==> config.mk <==
export PLATFORM = sky130hd
export DESIGN_NAME = fft_mem_ctrl_flat
export DESIGN_NICKNAME = d
export VERILOG_FILES = /design/src/rtl/fft_mem_ctrl_pkg.sv /design/src/rtl/fft_mem_ctrl_if.sv /design/src/rtl/fft_mem_ctrl_obuf.sv /design/src/rtl/fft_mem_ctrl.sv /design/src/flat_wrapper.sv
export SDC_FILE = /design/constraint.sdc
export NUM_CORES = 1
export LEC_CHECK = 0
export ABC_AREA = 0
export CORE_AREA = 4 4 295 297
export CTS_BUF_LIST = sky130_fd_sc_hd__clkbuf_16
export DETAILED_ROUTE_END_ITERATION = 8
export DIE_AREA = 0 0 299 301
export MAX_ROUTING_LAYER = met4
export SKIP_LAST_GASP = 1
export SLEW_MARGIN = 10
export SYNTH_ARGS = -nofsm -noshare
export SYNTH_HDL_FRONTEND = slang
export SYNTH_SLANG_ARGS = --single-unit
==> constraint.sdc <==
create_clock -name clk -period 2.2 [get_ports clk]
set_clock_uncertainty 0.05 [all_clocks]
set_input_delay 0.44 -clock clk [delete_from_list [all_inputs] [get_ports clk]]
set_output_delay 0.44 -clock clk [all_outputs]
set_load 0.02 [all_outputs]
==> src/rtl/fft_mem_ctrl_pkg.sv <==
// Shared types and constants for the 8x8 FFT buffer sequencer.
// Optional feature macro used by the top: FFT_MEM_CTRL_TRANSPOSE_EN.
package fft_mem_ctrl_pkg;

    localparam int DATA_WD         = 20;
    localparam int SIZE_MAT        = 8;
    localparam int SIZE_MAT_WD     = 3;
    localparam int SIZE_MAT_FUL    = SIZE_MAT * SIZE_MAT;
    localparam int SIZE_MAT_FUL_WD = 6;
    localparam int VEC_WD          = SIZE_MAT * DATA_WD;

    typedef logic [DATA_WD-1:0]         word_t;
    typedef logic [VEC_WD-1:0]          vec_t;
    typedef logic [SIZE_MAT_WD-1:0]     idx_t;
    typedef logic [SIZE_MAT_FUL_WD-1:0] addr_t;

    typedef enum logic [2:0] {
        ST_IDLE,
        ST_LOAD,
        ST_PRD,
        ST_PMEM,
        ST_PENG,
        ST_PWR,
        ST_UNLOAD,
        ST_DONE
    } state_t;

    typedef enum logic {
        DIM_ROW = 1'b0,
        DIM_COL = 1'b1
    } dim_t;

    localparam addr_t ADDR_LAST = addr_t'(SIZE_MAT_FUL - 1);
    localparam idx_t  IDX_LAST  = idx_t'(SIZE_MAT - 1);

    // Swap the row and column fields of a linear buffer address.
    function automatic addr_t transpose_addr(input addr_t k);
        return {k[2:0], k[5:3]};
    endfunction

endpackage

==> src/rtl/fft_mem_ctrl_if.sv <==
// Bundle of all sample-stream, buffer-port and engine-port signals of the
// FFT buffer sequencer. master = sequencer side, slave = environment side.
interface fft_mem_ctrl_if;
    import fft_mem_ctrl_pkg::*;

    logic  start_i;
    logic  busy_o;
    logic  done_o;
    logic  in_vld_i;
    logic  in_rdy_o;
    word_t in_dat_i;
    logic  out_vld_o;
    logic  out_rdy_i;
    word_t out_dat_o;
    logic  dim_sel_o;
    idx_t  rd_addr_1x8_o;
    logic  rd_vld_1x8_o;
    logic  rd_vld_1x8_i;
    vec_t  rd_dat_1x8_i;
    idx_t  wr_addr_1x8_o;
    logic  wr_vld_1x8_o;
    vec_t  wr_dat_1x8_o;
    addr_t rd_addr_1x1_o;
    logic  rd_vld_1x1_o;
    logic  rd_vld_1x1_i;
    word_t rd_dat_1x1_i;
    addr_t wr_addr_1x1_o;
    logic  wr_vld_1x1_o;
    word_t wr_dat_1x1_o;
    logic  eng_vld_o;
    vec_t  eng_dat_o;
    logic  eng_dim_o;
    idx_t  eng_idx_o;
    logic  eng_vld_i;
    vec_t  eng_dat_i;

    modport master (
        input  start_i, in_vld_i, in_dat_i, out_rdy_i,
        input  rd_vld_1x8_i, rd_dat_1x8_i, rd_vld_1x1_i, rd_dat_1x1_i,
        input  eng_vld_i, eng_dat_i,
        output busy_o, done_o, in_rdy_o, out_vld_o, out_dat_o, dim_sel_o,
        output rd_addr_1x8_o, rd_vld_1x8_o, wr_addr_1x8_o, wr_vld_1x8_o, wr_dat_1x8_o,
        output rd_addr_1x1_o, rd_vld_1x1_o, wr_addr_1x1_o, wr_vld_1x1_o, wr_dat_1x1_o,
        output eng_vld_o, eng_dat_o, eng_dim_o, eng_idx_o
    );

    modport slave (
        output start_i, in_vld_i, in_dat_i, out_rdy_i,
        output rd_vld_1x8_i, rd_dat_1x8_i, rd_vld_1x1_i, rd_dat_1x1_i,
        output eng_vld_i, eng_dat_i,
        input  busy_o, done_o, in_rdy_o, out_vld_o, out_dat_o, dim_sel_o,
        input  rd_addr_1x8_o, rd_vld_1x8_o, wr_addr_1x8_o, wr_vld_1x8_o, wr_dat_1x8_o,
        input  rd_addr_1x1_o, rd_vld_1x1_o, wr_addr_1x1_o, wr_vld_1x1_o, wr_dat_1x1_o,
        input  eng_vld_o, eng_dat_o, eng_dim_o, eng_idx_o
    );

endinterface

==> src/rtl/fft_mem_ctrl_obuf.sv <==
// Two-entry output skid FIFO with occupancy count. The head word reads as
// zero whenever the FIFO is empty.
module fft_mem_ctrl_obuf
    import fft_mem_ctrl_pkg::*;
(
    input  logic       clk,
    input  logic       rst_n,
    input  logic       push,
    input  word_t      push_dat,
    input  logic       pop,
    output word_t      pop_dat,
    output logic [1:0] cnt
);

    word_t mem [2];
    logic  wr_ptr;
    logic  rd_ptr;

    // Storage write; entries are only ever observed through a non-zero count.
    // NOTE: data storage has no reset; pointers and count carry all control state.
    always_ff @(posedge clk) begin
        if (push) mem[wr_ptr] <= push_dat;
    end

    // Pointer and occupancy bookkeeping.
    // NOTE: clocked state uses non-blocking assignments only, so every reader sees pre-edge values.
    always_ff @(posedge clk or negedge rst_n) begin
        if (!rst_n) begin
            wr_ptr <= 1'b0;
            rd_ptr <= 1'b0;
            cnt    <= 2'd0;
        end else begin
            if (push) wr_ptr <= ~wr_ptr;
            if (pop)  rd_ptr <= ~rd_ptr;
            cnt <= cnt + {1'b0, push} - {1'b0, pop};
        end
    end

    assign pop_dat = (cnt != 2'd0) ? mem[rd_ptr] : '0;

endmodule

==> src/rtl/fft_mem_ctrl.sv <==
// Sequencer for the 8x8 base-8 FFT buffer: serial load, 8 row + 8 column
// FFT8 passes through the 1x8 ports, then serial back-pressured unload.
// Optional macro FFT_MEM_CTRL_TRANSPOSE_EN: unload in column-major order.
module fft_mem_ctrl
    import fft_mem_ctrl_pkg::*;
(
    input  logic           clk,
    input  logic           rst_n,
    fft_mem_ctrl_if.master bus
);

    state_t     state_q, state_d;
    dim_t       dim_q;
    idx_t       idx_q;
    addr_t      ld_cnt_q;
    addr_t      iss_cnt_q;
    logic       iss_done_q;
    addr_t      pop_cnt_q;
    logic [1:0] infl_q;
    logic       eng_sent_q;
    vec_t       vec_q;
    vec_t       res_q;

    logic       in_hs;
    logic       eng_ret;
    logic       fifo_pop;
    logic       rd_ret;
    logic       unload_issue;
    logic [1:0] fifo_cnt;
    word_t      fifo_dat;
    addr_t      unload_addr;

`ifdef FFT_MEM_CTRL_TRANSPOSE_EN
    assign unload_addr = transpose_addr(iss_cnt_q);
`else
    assign unload_addr = iss_cnt_q;
`endif

    assign in_hs    = (state_q == ST_LOAD) && bus.in_vld_i;
    assign eng_ret  = (state_q == ST_PENG) && eng_sent_q && bus.eng_vld_i;
    assign fifo_pop = (fifo_cnt != 2'd0) && bus.out_rdy_i;
    assign rd_ret   = bus.rd_vld_1x1_i && (infl_q != 2'd0);
    // A word popped this cycle frees a slot, which keeps reads at one per cycle.
    assign unload_issue = (state_q == ST_UNLOAD) && !iss_done_q &&
                          (({1'b0, fifo_cnt} + {1'b0, infl_q}) < (3'd2 + {2'b0, fifo_pop}));

    fft_mem_ctrl_obuf u_obuf (
        .clk      (clk),
        .rst_n    (rst_n),
        .push     (rd_ret),
        .push_dat (bus.rd_dat_1x1_i),
        .pop      (fifo_pop),
        .pop_dat  (fifo_dat),
        .cnt      (fifo_cnt)
    );

    // FSM state register.
    always_ff @(posedge clk or negedge rst_n) begin
        if (!rst_n) state_q <= ST_IDLE;
        else        state_q <= state_d;
    end

    // Next-state decode and all port outputs.
    always_comb begin
        // NOTE: every output gets a default before the case, so no path infers a latch.
        state_d            = state_q;
        bus.busy_o         = (state_q != ST_IDLE) && (state_q != ST_DONE);
        bus.done_o         = (state_q == ST_DONE);
        bus.in_rdy_o       = 1'b0;
        bus.out_vld_o      = (fifo_cnt != 2'd0);
        bus.out_dat_o      = fifo_dat;
        bus.dim_sel_o      = 1'b0;
        bus.rd_addr_1x8_o  = '0;
        bus.rd_vld_1x8_o   = 1'b0;
        bus.wr_addr_1x8_o  = '0;
        bus.wr_vld_1x8_o   = 1'b0;
        bus.wr_dat_1x8_o   = '0;
        bus.rd_addr_1x1_o  = '0;
        bus.rd_vld_1x1_o   = 1'b0;
        bus.wr_addr_1x1_o  = '0;
        bus.wr_vld_1x1_o   = 1'b0;
        bus.wr_dat_1x1_o   = '0;
        bus.eng_vld_o      = 1'b0;
        bus.eng_dat_o      = '0;
        bus.eng_dim_o      = 1'b0;
        bus.eng_idx_o      = '0;
        case (state_q)
            ST_IDLE: if (bus.start_i) state_d = ST_LOAD;
            ST_LOAD: begin
                bus.in_rdy_o      = 1'b1;
                bus.wr_vld_1x1_o  = bus.in_vld_i;
                bus.wr_addr_1x1_o = ld_cnt_q;
                bus.wr_dat_1x1_o  = bus.in_dat_i;
                if (in_hs && ld_cnt_q == ADDR_LAST) state_d = ST_PRD;
            end
            ST_PRD: begin
                bus.dim_sel_o     = dim_q;
                bus.rd_vld_1x8_o  = 1'b1;
                bus.rd_addr_1x8_o = idx_q;
                state_d           = ST_PMEM;
            end
            ST_PMEM: begin
                bus.dim_sel_o = dim_q;
                if (bus.rd_vld_1x8_i) state_d = ST_PENG;
            end
            ST_PENG: begin
                bus.dim_sel_o = dim_q;
                bus.eng_vld_o = !eng_sent_q;
                bus.eng_dat_o = vec_q;
                bus.eng_dim_o = dim_q;
                bus.eng_idx_o = idx_q;
                if (eng_ret) state_d = ST_PWR;
            end
            ST_PWR: begin
                bus.dim_sel_o     = dim_q;
                bus.wr_vld_1x8_o  = 1'b1;
                bus.wr_addr_1x8_o = idx_q;
                bus.wr_dat_1x8_o  = res_q;
                if (idx_q == IDX_LAST && dim_q == DIM_COL) state_d = ST_UNLOAD;
                else                                       state_d = ST_PRD;
            end
            ST_UNLOAD: begin
                bus.rd_vld_1x1_o  = unload_issue;
                bus.rd_addr_1x1_o = unload_addr;
                if (fifo_pop && pop_cnt_q == ADDR_LAST) state_d = ST_DONE;
            end
            ST_DONE: state_d = ST_IDLE;
            default: state_d = ST_IDLE;
        endcase
    end

    // Pass/index sequencing, vector capture and unload counters.
    always_ff @(posedge clk or negedge rst_n) begin
        if (!rst_n) begin
            dim_q      <= DIM_ROW;
            idx_q      <= '0;
            ld_cnt_q   <= '0;
            iss_cnt_q  <= '0;
            iss_done_q <= 1'b0;
            pop_cnt_q  <= '0;
            infl_q     <= 2'd0;
            eng_sent_q <= 1'b0;
            vec_q      <= '0;
            res_q      <= '0;
        end else begin
            case (state_q)
                ST_IDLE: if (bus.start_i) begin
                    dim_q      <= DIM_ROW;
                    idx_q      <= '0;
                    ld_cnt_q   <= '0;
                    iss_cnt_q  <= '0;
                    iss_done_q <= 1'b0;
                    pop_cnt_q  <= '0;
                end
                ST_LOAD: if (in_hs && ld_cnt_q != ADDR_LAST) ld_cnt_q <= ld_cnt_q + 1'b1;
                ST_PMEM: if (bus.rd_vld_1x8_i) vec_q <= bus.rd_dat_1x8_i;
                ST_PENG: begin
                    eng_sent_q <= 1'b1;
                    if (eng_ret) res_q <= bus.eng_dat_i;
                end
                ST_PWR: begin
                    eng_sent_q <= 1'b0;
                    if (idx_q != IDX_LAST) begin
                        idx_q <= idx_q + 1'b1;
                    end else if (dim_q == DIM_ROW) begin
                        dim_q <= DIM_COL;
                        idx_q <= '0;
                    end
                end
                default: ;
            endcase
            if (unload_issue) begin
                if (iss_cnt_q == ADDR_LAST) iss_done_q <= 1'b1;
                else                        iss_cnt_q  <= iss_cnt_q + 1'b1;
            end
            if (fifo_pop && pop_cnt_q != ADDR_LAST) pop_cnt_q <= pop_cnt_q + 1'b1;
            infl_q <= infl_q + {1'b0, unload_issue} - {1'b0, rd_ret};
        end
    end

endmodule
==> src/flat_wrapper.sv <==
// flat-port wrapper written by rule: the top's interface ports become plain ports
module fft_mem_ctrl_flat import fft_mem_ctrl_pkg::*;
  (clk, rst_n, bus_start_i, bus_in_vld_i, bus_in_dat_i, bus_out_rdy_i, bus_rd_vld_1x8_i, bus_rd_dat_1x8_i, bus_rd_vld_1x1_i, bus_rd_dat_1x1_i, bus_eng_vld_i, bus_eng_dat_i, bus_busy_o, bus_done_o, bus_in_rdy_o, bus_out_vld_o, bus_out_dat_o, bus_dim_sel_o, bus_rd_addr_1x8_o, bus_rd_vld_1x8_o, bus_wr_addr_1x8_o, bus_wr_vld_1x8_o, bus_wr_dat_1x8_o, bus_rd_addr_1x1_o, bus_rd_vld_1x1_o, bus_wr_addr_1x1_o, bus_wr_vld_1x1_o, bus_wr_dat_1x1_o, bus_eng_vld_o, bus_eng_dat_o, bus_eng_dim_o, bus_eng_idx_o);
  fft_mem_ctrl_if bus_i ();
  input  logic clk;
  input  logic rst_n;
  input wire logic [$bits(bus_i.start_i)-1:0] bus_start_i;
  input wire logic [$bits(bus_i.in_vld_i)-1:0] bus_in_vld_i;
  input wire logic [$bits(bus_i.in_dat_i)-1:0] bus_in_dat_i;
  input wire logic [$bits(bus_i.out_rdy_i)-1:0] bus_out_rdy_i;
  input wire logic [$bits(bus_i.rd_vld_1x8_i)-1:0] bus_rd_vld_1x8_i;
  input wire logic [$bits(bus_i.rd_dat_1x8_i)-1:0] bus_rd_dat_1x8_i;
  input wire logic [$bits(bus_i.rd_vld_1x1_i)-1:0] bus_rd_vld_1x1_i;
  input wire logic [$bits(bus_i.rd_dat_1x1_i)-1:0] bus_rd_dat_1x1_i;
  input wire logic [$bits(bus_i.eng_vld_i)-1:0] bus_eng_vld_i;
  input wire logic [$bits(bus_i.eng_dat_i)-1:0] bus_eng_dat_i;
  output wire logic [$bits(bus_i.busy_o)-1:0] bus_busy_o;
  output wire logic [$bits(bus_i.done_o)-1:0] bus_done_o;
  output wire logic [$bits(bus_i.in_rdy_o)-1:0] bus_in_rdy_o;
  output wire logic [$bits(bus_i.out_vld_o)-1:0] bus_out_vld_o;
  output wire logic [$bits(bus_i.out_dat_o)-1:0] bus_out_dat_o;
  output wire logic [$bits(bus_i.dim_sel_o)-1:0] bus_dim_sel_o;
  output wire logic [$bits(bus_i.rd_addr_1x8_o)-1:0] bus_rd_addr_1x8_o;
  output wire logic [$bits(bus_i.rd_vld_1x8_o)-1:0] bus_rd_vld_1x8_o;
  output wire logic [$bits(bus_i.wr_addr_1x8_o)-1:0] bus_wr_addr_1x8_o;
  output wire logic [$bits(bus_i.wr_vld_1x8_o)-1:0] bus_wr_vld_1x8_o;
  output wire logic [$bits(bus_i.wr_dat_1x8_o)-1:0] bus_wr_dat_1x8_o;
  output wire logic [$bits(bus_i.rd_addr_1x1_o)-1:0] bus_rd_addr_1x1_o;
  output wire logic [$bits(bus_i.rd_vld_1x1_o)-1:0] bus_rd_vld_1x1_o;
  output wire logic [$bits(bus_i.wr_addr_1x1_o)-1:0] bus_wr_addr_1x1_o;
  output wire logic [$bits(bus_i.wr_vld_1x1_o)-1:0] bus_wr_vld_1x1_o;
  output wire logic [$bits(bus_i.wr_dat_1x1_o)-1:0] bus_wr_dat_1x1_o;
  output wire logic [$bits(bus_i.eng_vld_o)-1:0] bus_eng_vld_o;
  output wire logic [$bits(bus_i.eng_dat_o)-1:0] bus_eng_dat_o;
  output wire logic [$bits(bus_i.eng_dim_o)-1:0] bus_eng_dim_o;
  output wire logic [$bits(bus_i.eng_idx_o)-1:0] bus_eng_idx_o;
  assign bus_i.start_i = bus_start_i;
  assign bus_i.in_vld_i = bus_in_vld_i;
  assign bus_i.in_dat_i = bus_in_dat_i;
  assign bus_i.out_rdy_i = bus_out_rdy_i;
  assign bus_i.rd_vld_1x8_i = bus_rd_vld_1x8_i;
  assign bus_i.rd_dat_1x8_i = bus_rd_dat_1x8_i;
  assign bus_i.rd_vld_1x1_i = bus_rd_vld_1x1_i;
  assign bus_i.rd_dat_1x1_i = bus_rd_dat_1x1_i;
  assign bus_i.eng_vld_i = bus_eng_vld_i;
  assign bus_i.eng_dat_i = bus_eng_dat_i;
  assign bus_busy_o = bus_i.busy_o;
  assign bus_done_o = bus_i.done_o;
  assign bus_in_rdy_o = bus_i.in_rdy_o;
  assign bus_out_vld_o = bus_i.out_vld_o;
  assign bus_out_dat_o = bus_i.out_dat_o;
  assign bus_dim_sel_o = bus_i.dim_sel_o;
  assign bus_rd_addr_1x8_o = bus_i.rd_addr_1x8_o;
  assign bus_rd_vld_1x8_o = bus_i.rd_vld_1x8_o;
  assign bus_wr_addr_1x8_o = bus_i.wr_addr_1x8_o;
  assign bus_wr_vld_1x8_o = bus_i.wr_vld_1x8_o;
  assign bus_wr_dat_1x8_o = bus_i.wr_dat_1x8_o;
  assign bus_rd_addr_1x1_o = bus_i.rd_addr_1x1_o;
  assign bus_rd_vld_1x1_o = bus_i.rd_vld_1x1_o;
  assign bus_wr_addr_1x1_o = bus_i.wr_addr_1x1_o;
  assign bus_wr_vld_1x1_o = bus_i.wr_vld_1x1_o;
  assign bus_wr_dat_1x1_o = bus_i.wr_dat_1x1_o;
  assign bus_eng_vld_o = bus_i.eng_vld_o;
  assign bus_eng_dat_o = bus_i.eng_dat_o;
  assign bus_eng_dim_o = bus_i.eng_dim_o;
  assign bus_eng_idx_o = bus_i.eng_idx_o;
  fft_mem_ctrl u_core (.clk(clk), .rst_n(rst_n), .bus(bus_i));
endmodule
# Word-level counts from Yosys, hierarchy flattened
# Memory sizes are Yosys's and may differ from the RTL's.
# Index checks and enable logic that the tools add are counted.
# W data, S select, Z words.
[op_classes]
reduce_logical = 32
eq_ne = 23
muxes = 47
addsub = 10
n_lt_le_gt_ge = 1
n_bitwise = 2
[op_table]
columns = ["op", "count"]
rows = [
  ["$mux W160", 2],
  ["$mux W6", 10],
  ["$mux W20", 2],
  ["$mux W3", 12],
  ["$pmux W3 S8", 1],
  ["$add A6 B1 Y6 const B", 3],
  ["$eq A6 B6 Y1 const B", 3],
  ["$mux W1", 16],
  ["$eq A3 B3 Y1 const B", 5],
  ["$reduce_bool A2 Y1", 7],
  ["$logic_and A1 B1 Y1", 13],
  ["$ne A2 B2 Y1 const B", 6],
  ["$ne A6 B6 Y1 const B", 2],
  ["$pmux W6 S2", 1],
  ["$ne A3 B3 Y1 const B", 3],
  ["$reduce_and A3 Y1", 3],
  ["$eq A3 B2 Y1 const B", 2],
  ["$pmux W3 S2", 1],
  ["$reduce_and A2 Y1", 3],
  ["$reduce_and A5 Y1", 1],
  ["$add A2 B1 Y2", 2],
  ["$pmux W1 S2", 2],
  ["$reduce_or A4 Y1", 1],
  ["$sub A2 B1 Y2", 2],
  ["10 further kinds", 12],
]
[word_totals]
ramBits = 40
output_inout_bits = 392
mem_count = 1
input_bits = 368
reg_bits = 353
[memory_table]
columns = ["name", "depth", "width", "rd", "rd_ports_with_merged_regs", "wr", "line_no", "source"]
rows = [
  ["u_core.u_obuf.mem", 2, 20, 1, 0, 1, "fft_mem_ctrl_obuf.sv:15", "word_t mem [2];"],
]

# Depth between registers and ports, before layout
[logic_depth]
depth_word = 7
mapped_depth = 9
depth_no_buf = 9

# Modules after synthesis
# A second synthesis with hierarchy kept.
[unflattened]
cells_unflattened = 1374
area_unflattened_um2 = 17730.8
[by_module_without_submodules]
columns = ["mod", "seq_area_each_um2", "instances", "area_each_um2", "cells_each"]
rows = [
  ["fft_mem_ctrl", 8733.4, 1, 16009.1, 1274],
  ["fft_mem_ctrl_obuf", 1301.2, 1, 1721.7, 100],
]

# Worst setup path before layout
# OpenSTA, ideal clock, no wires.
[synth_path]
kind = "register to output"
start = "register u_core.state_q[1]"
end = "output port bus_wr_addr_1x1_o[2]"
arrival_ps = 1730
stages_incl_launch_ff = 7
path_slack_ps = -20
n_path_buf = 3
cell_sequence = "dfrtp_1 inv_1 ha_1 clkbuf_1 clkbuf_1 clkbuf_1 and3_1"
[synth_between]
elab_chain_len = 2
[synth_rtl]
columns = ["element", "line_no", "source"]
rows = [
  ["from (decl)", "fft_mem_ctrl.sv:12", "state_t state_q, state_d;"],
  ["from (signal assigned)", "fft_mem_ctrl.sv:60", "else state_q <= state_d;"],
  ["$eq A3 B1 Y1", "fft_mem_ctrl.sv:87", "case (state_q)"],
  ["$mux W6", "fft_mem_ctrl.sv:87", ""],
  ["to (decl)", "flat_wrapper.sv:30", "output wire logic [$bits(bus_i.wr_addr_1x1_o)-1:0] bus_wr_addr_1x1_o;"],
]
# Every way passes these cells.

# Worst setup path after layout
[layout_path]
start = "register u_core.state_q[0]"
end = "output port bus_wr_addr_1x1_o[5]"
# The elaborated chain is that of the path after synthesis.

==> reports/results.txt <==
Entering global routing, the biggest net connects 62 pins. The logs give 0.888 for the placer's final routability congestion estimate and 107 for the number of cell rows. Compared with the post-synthesis result, the final layout area differs by 65.8%. The setup slack after placement was -0.482 ns. The total I/O pin count was 760. The tools report the type of destination of the critical path as an output port. The transition at the pin with the smallest max-transition slack is 0.531 ns.

Routed wire length on met3: 4440 µm. Top layer reached by signal wires: met4. The source-to-sink clock delay at the later pin of the worst-skew pair came out at 0.56 ns.

The run gives 393 MHz as the maximum clock frequency. The final layout contains 2,639 nets. Number of global-route vias before repair: 16,400.

The initial core utilization is 21.0%. Sequential cells were found to cover 56.5% of the synthesized design area. The number of synthesized register bits was 393; the number of antenna-violating nets in the routed design was 0. The synthesized-area fraction occupied by xor and xnor cells is 0.444%, and the first-pass iteration count of the detailed router is 5. The met1 routed wirelength after detailed routing was 27,700 µm; the number of antenna violations at the first check in global routing was 6. Setup violations remaining at the end of the flow were counted as 503. Setup repair after global routing could not meet its margin everywhere. The logs give 8,448 for the fill cell instance count of the final layout and 71,700 µm for the aggregate routed wire length. For this block, the via count after detailed routing is 14,900. In this run the number of H-tree levels came out at 2. The Yosys warning count was 0.

Synthesized netlist net count: 1,785. The flow ran to the end, but the final reports show violations. The critical path is of the reg -> out type. Clock root buffer master: sky130_fd_sc_hd__clkbuf_16. TritonCTS built the clock tree.

In this run the horizontal extent of the chip is 299 µm. The synthesized area divided by synthesized cell count was 12.7 µm². The complex-gate fraction of the synthesized area was 1.65%; the post-route clock period utilization was 116%. Leaving out fill and tap cells, the most frequent cell in the layout is sky130_fd_sc_hd__clkdlybuf4s50_1.

In the final layout, the multi-input gates occupy 7580 µm². The max capacitance violation total was 0; the final-report max-slew violation count was 0. Die height: 301 µm.

In the layout the commonest cells are sky130_fd_sc_hd__clkdlybuf4s50_1, sky130_fd_sc_hd__dfrtp_1, sky130_fd_sc_hd__mux2_2, sky130_fd_sc_hd__and3_1, sky130_fd_sc_hd__buf_4. The first global-routing pass estimated 101,000 µm of wire. The count of unique library cells instantiated by Yosys is 48. The final reports fail on setup timing. The least setup slack across all paths after layout was -0.347 ns.

The count of input and output buffers was 759. For this run, the leading register cell type out of synthesis is sky130_fd_sc_hd__dfrtp_1. Of the post-synthesis cell area, the part taken by muxes is 21.9%. The power per unit of standard cell area is 1120 nW/µm². The wire-length estimate of the detail-placed layout is 50,500 µm. Summing every instance area after synthesis gives 17,800 µm². Headroom to the max-slew limit came out at 64.5%. The number of synthesized flops with an enable pin works out to 40.

The total global-route track usage was 14.9%; the fraction of the mapped netlist area in adder cells was 1.10%. Detailed routing placed a total of 36,500 µm of wire on met2. Synthesis produced a netlist whose cell count is 1,402. Across all hold checks on the routed design, the worst slack comes to 0.355 ns. The type of the most critical hold path was in -> async. The die covers 90,000 µm². After detailed routing, the number of remaining DRC violations is 0.

The overall overflow remaining after global route came out at 0. Average wire per standard cell: 20.8 µm. The longest clock path from root to sink contains 3 buffers. The count of routing violations after the opening detailed-route iteration is 675, and the area share of and/or/nand/nor cells after synthesis is 15.2%.

After synthesis, the largest family of logic cells by area is multiplexers. The vias per cell came out at 4.32. After routing the design area is 29,500 µm². The post-route netlist has 43.8% of its cells at a drive strength greater than 1. The area occupied by registers is 10,000 µm². The clock net sink count is 393. The worst path needs 2.55 ns of the cycle, external delays included. Summing all placed instances gives a cell area of 27,500 µm².

The leakage component of the power is 14.8 nW. The share of synthesized registers carrying an async set or reset was 89.8%. After clock tree synthesis, the clock-pin slew on the worst setup and hold paths is 0.06 ns.

Data on the critical path is required at its endpoint by 1.71 ns. The tools report the signal arrival time at the worst endpoint as 2.06 ns. The maximum net fanout on the critical path was 7; the number of hold-slack violations in the final timing report was 0. For the CTS buffer count, the log shows 47. STA classifies the critical path startpoint as a flip-flop. The core box area was 84,600 µm²; the maximum resistive drop on vdd was 512 µV.
-- synthesized netlist by cell type, types with 6 or more instances --
library cell | count | area, µm²
sky130_fd_sc_hd__nand2_1 | 23 | 86.3
sky130_fd_sc_hd__xnor2_1 | 6 | 52.6
sky130_fd_sc_hd__a21oi_1 | 10 | 50.1
sky130_fd_sc_hd__nor2_1 | 33 | 124
sky130_fd_sc_hd__edfxtp_1 | 40 | 1200
sky130_fd_sc_hd__and2_1 | 7 | 43.8
sky130_fd_sc_hd__o21ai_0 | 8 | 40.0
sky130_fd_sc_hd__buf_2 | 27 | 135
sky130_fd_sc_hd__ha_1 | 14 | 175
sky130_fd_sc_hd__mux2_2 | 322 | 3630
sky130_fd_sc_hd__mux2i_1 | 26 | 260
sky130_fd_sc_hd__clkbuf_1 | 93 | 349
sky130_fd_sc_hd__inv_1 | 18 | 67.6
sky130_fd_sc_hd__and3_1 | 360 | 2250
sky130_fd_sc_hd__dfrtp_1 | 353 | 8830
sky130_fd_sc_hd__nand3_1 | 13 | 65.1
-- critical path, stage by stage (launching register included) --
cell and delay (ns):
sky130_fd_sc_hd__dfrtp_1 0.40, sky130_fd_sc_hd__buf_6 0.13, sky130_fd_sc_hd__ha_4 0.20, sky130_fd_sc_hd__buf_12 0.17, sky130_fd_sc_hd__buf_8 0.14, sky130_fd_sc_hd__buf_4 0.13, sky130_fd_sc_hd__and3_1 0.15, sky130_fd_sc_hd__buf_4 0.16
-- repair_timing --
| item | 4_1_cts | 5_1_grt |
|---|---|---|
| hold endpoints to repair | 26 | 0 |
| pin swaps | 5 | 15 |
| hold buffers | 1 | 0 |
| setup buffers | 7 | 20 |
| gates resized for setup | 834 | 755 |
| gates cloned | 2 | 25 |
| setup endpoints to repair | 553 | 467 |
-- metal layers --
metal / GRT usage [%] / vias up
met4: 6.53 / 0
met1: 16.9 / 7389
met2: 25.1 / 560
met3: 3.44 / 150
li1: - / 6768
met5: - / -
-- registers in the layout, indices dropped and copies added (netlist names) --
signal and cells:
u_core.dim_q 1, u_core.iss_done_q 1, u_core.idx_q 3, u_core.res_q 160
u_core.vec_q 160, u_core.infl_q 2, u_core.u_obuf.mem 40, u_core.iss_cnt_q 6
u_core.u_obuf.wr_ptr 1, u_core.state_q 3, u_core.ld_cnt_q 6, u_core.u_obuf.cnt 2
u_core.u_obuf.rd_ptr 1, u_core.eng_sent_q 1, u_core.pop_cnt_q 6
-- logic make-up (layout without fill, tap and decap cells) --
group | after synthesis | in the layout
compound gates | 42 | 42
xor+xnor | 9 | 9
fa+ha+maj | 15 | 15
buf+inv | 141 | 1031
flops | 393 | 393
mux | 348 | 348
other cells | 0 | 7
simple gates | 454 | 454
-- cell type report --
| type | count | share of cell area [%] |
|---|---|---|
| flip-flops and latches | 393 | 34.1 |
| repair buffers | 928 | 29.9 |
| multi-input cells | 868 | 25.7 |
| well taps | 1144 | 4.86 |
| clock buffers | 49 | 4.16 |
| clock inverters | 36 | 0.994 |
| inverters | 18 | 0.229 |
| diodes | 7 | 0.0595 |
-- where the power goes --
group,internal (W),switching (W),total [W]
logic,0.00726,0.00656,0.0138
registers,0.0101,0.00145,0.0115
clock network,0.00459,0.00317,0.00777
-- final timing paths --
kind	cells after the start	slack, ns	end	start
setup / recovery	7	-0.35	bus_wr_addr_1x1_o[5]	u_core.state_q[0]
hold / removal	2	0.35	u_core.res_q[78]	rst_n
setup reg to reg	11	-0.16	u_core.ld_cnt_q[4]	u_core.state_q[1]
hold reg to reg	1	0.44	u_core.u_obuf.wr_ptr	u_core.u_obuf.wr_ptr
max in group asynchronous	3	0.98	u_core.vec_q[12]	rst_n
min in group clk	1	0.42	u_core.u_obuf.mem[1][2]	bus_rd_dat_1x1_i[2]
-- through the flow --
step / instances / power, W / util, % / TNS [ns]
CTS: 3393 / 0.0316 / 34.8 / -171.13
global route: 3442 / 0.0350 / 34.8 / -152.89
floorplan: 1402 / 0.0176 / - / 0
finish: 3443 / 0.0331 / 34.8 / -102.70
detailed placement: 3299 / 0.0233 / 32.5 / -70.84
global placement: 3299 / 0.0228 / 32.5 / -57.53
(Power assumes the default switching activity.)
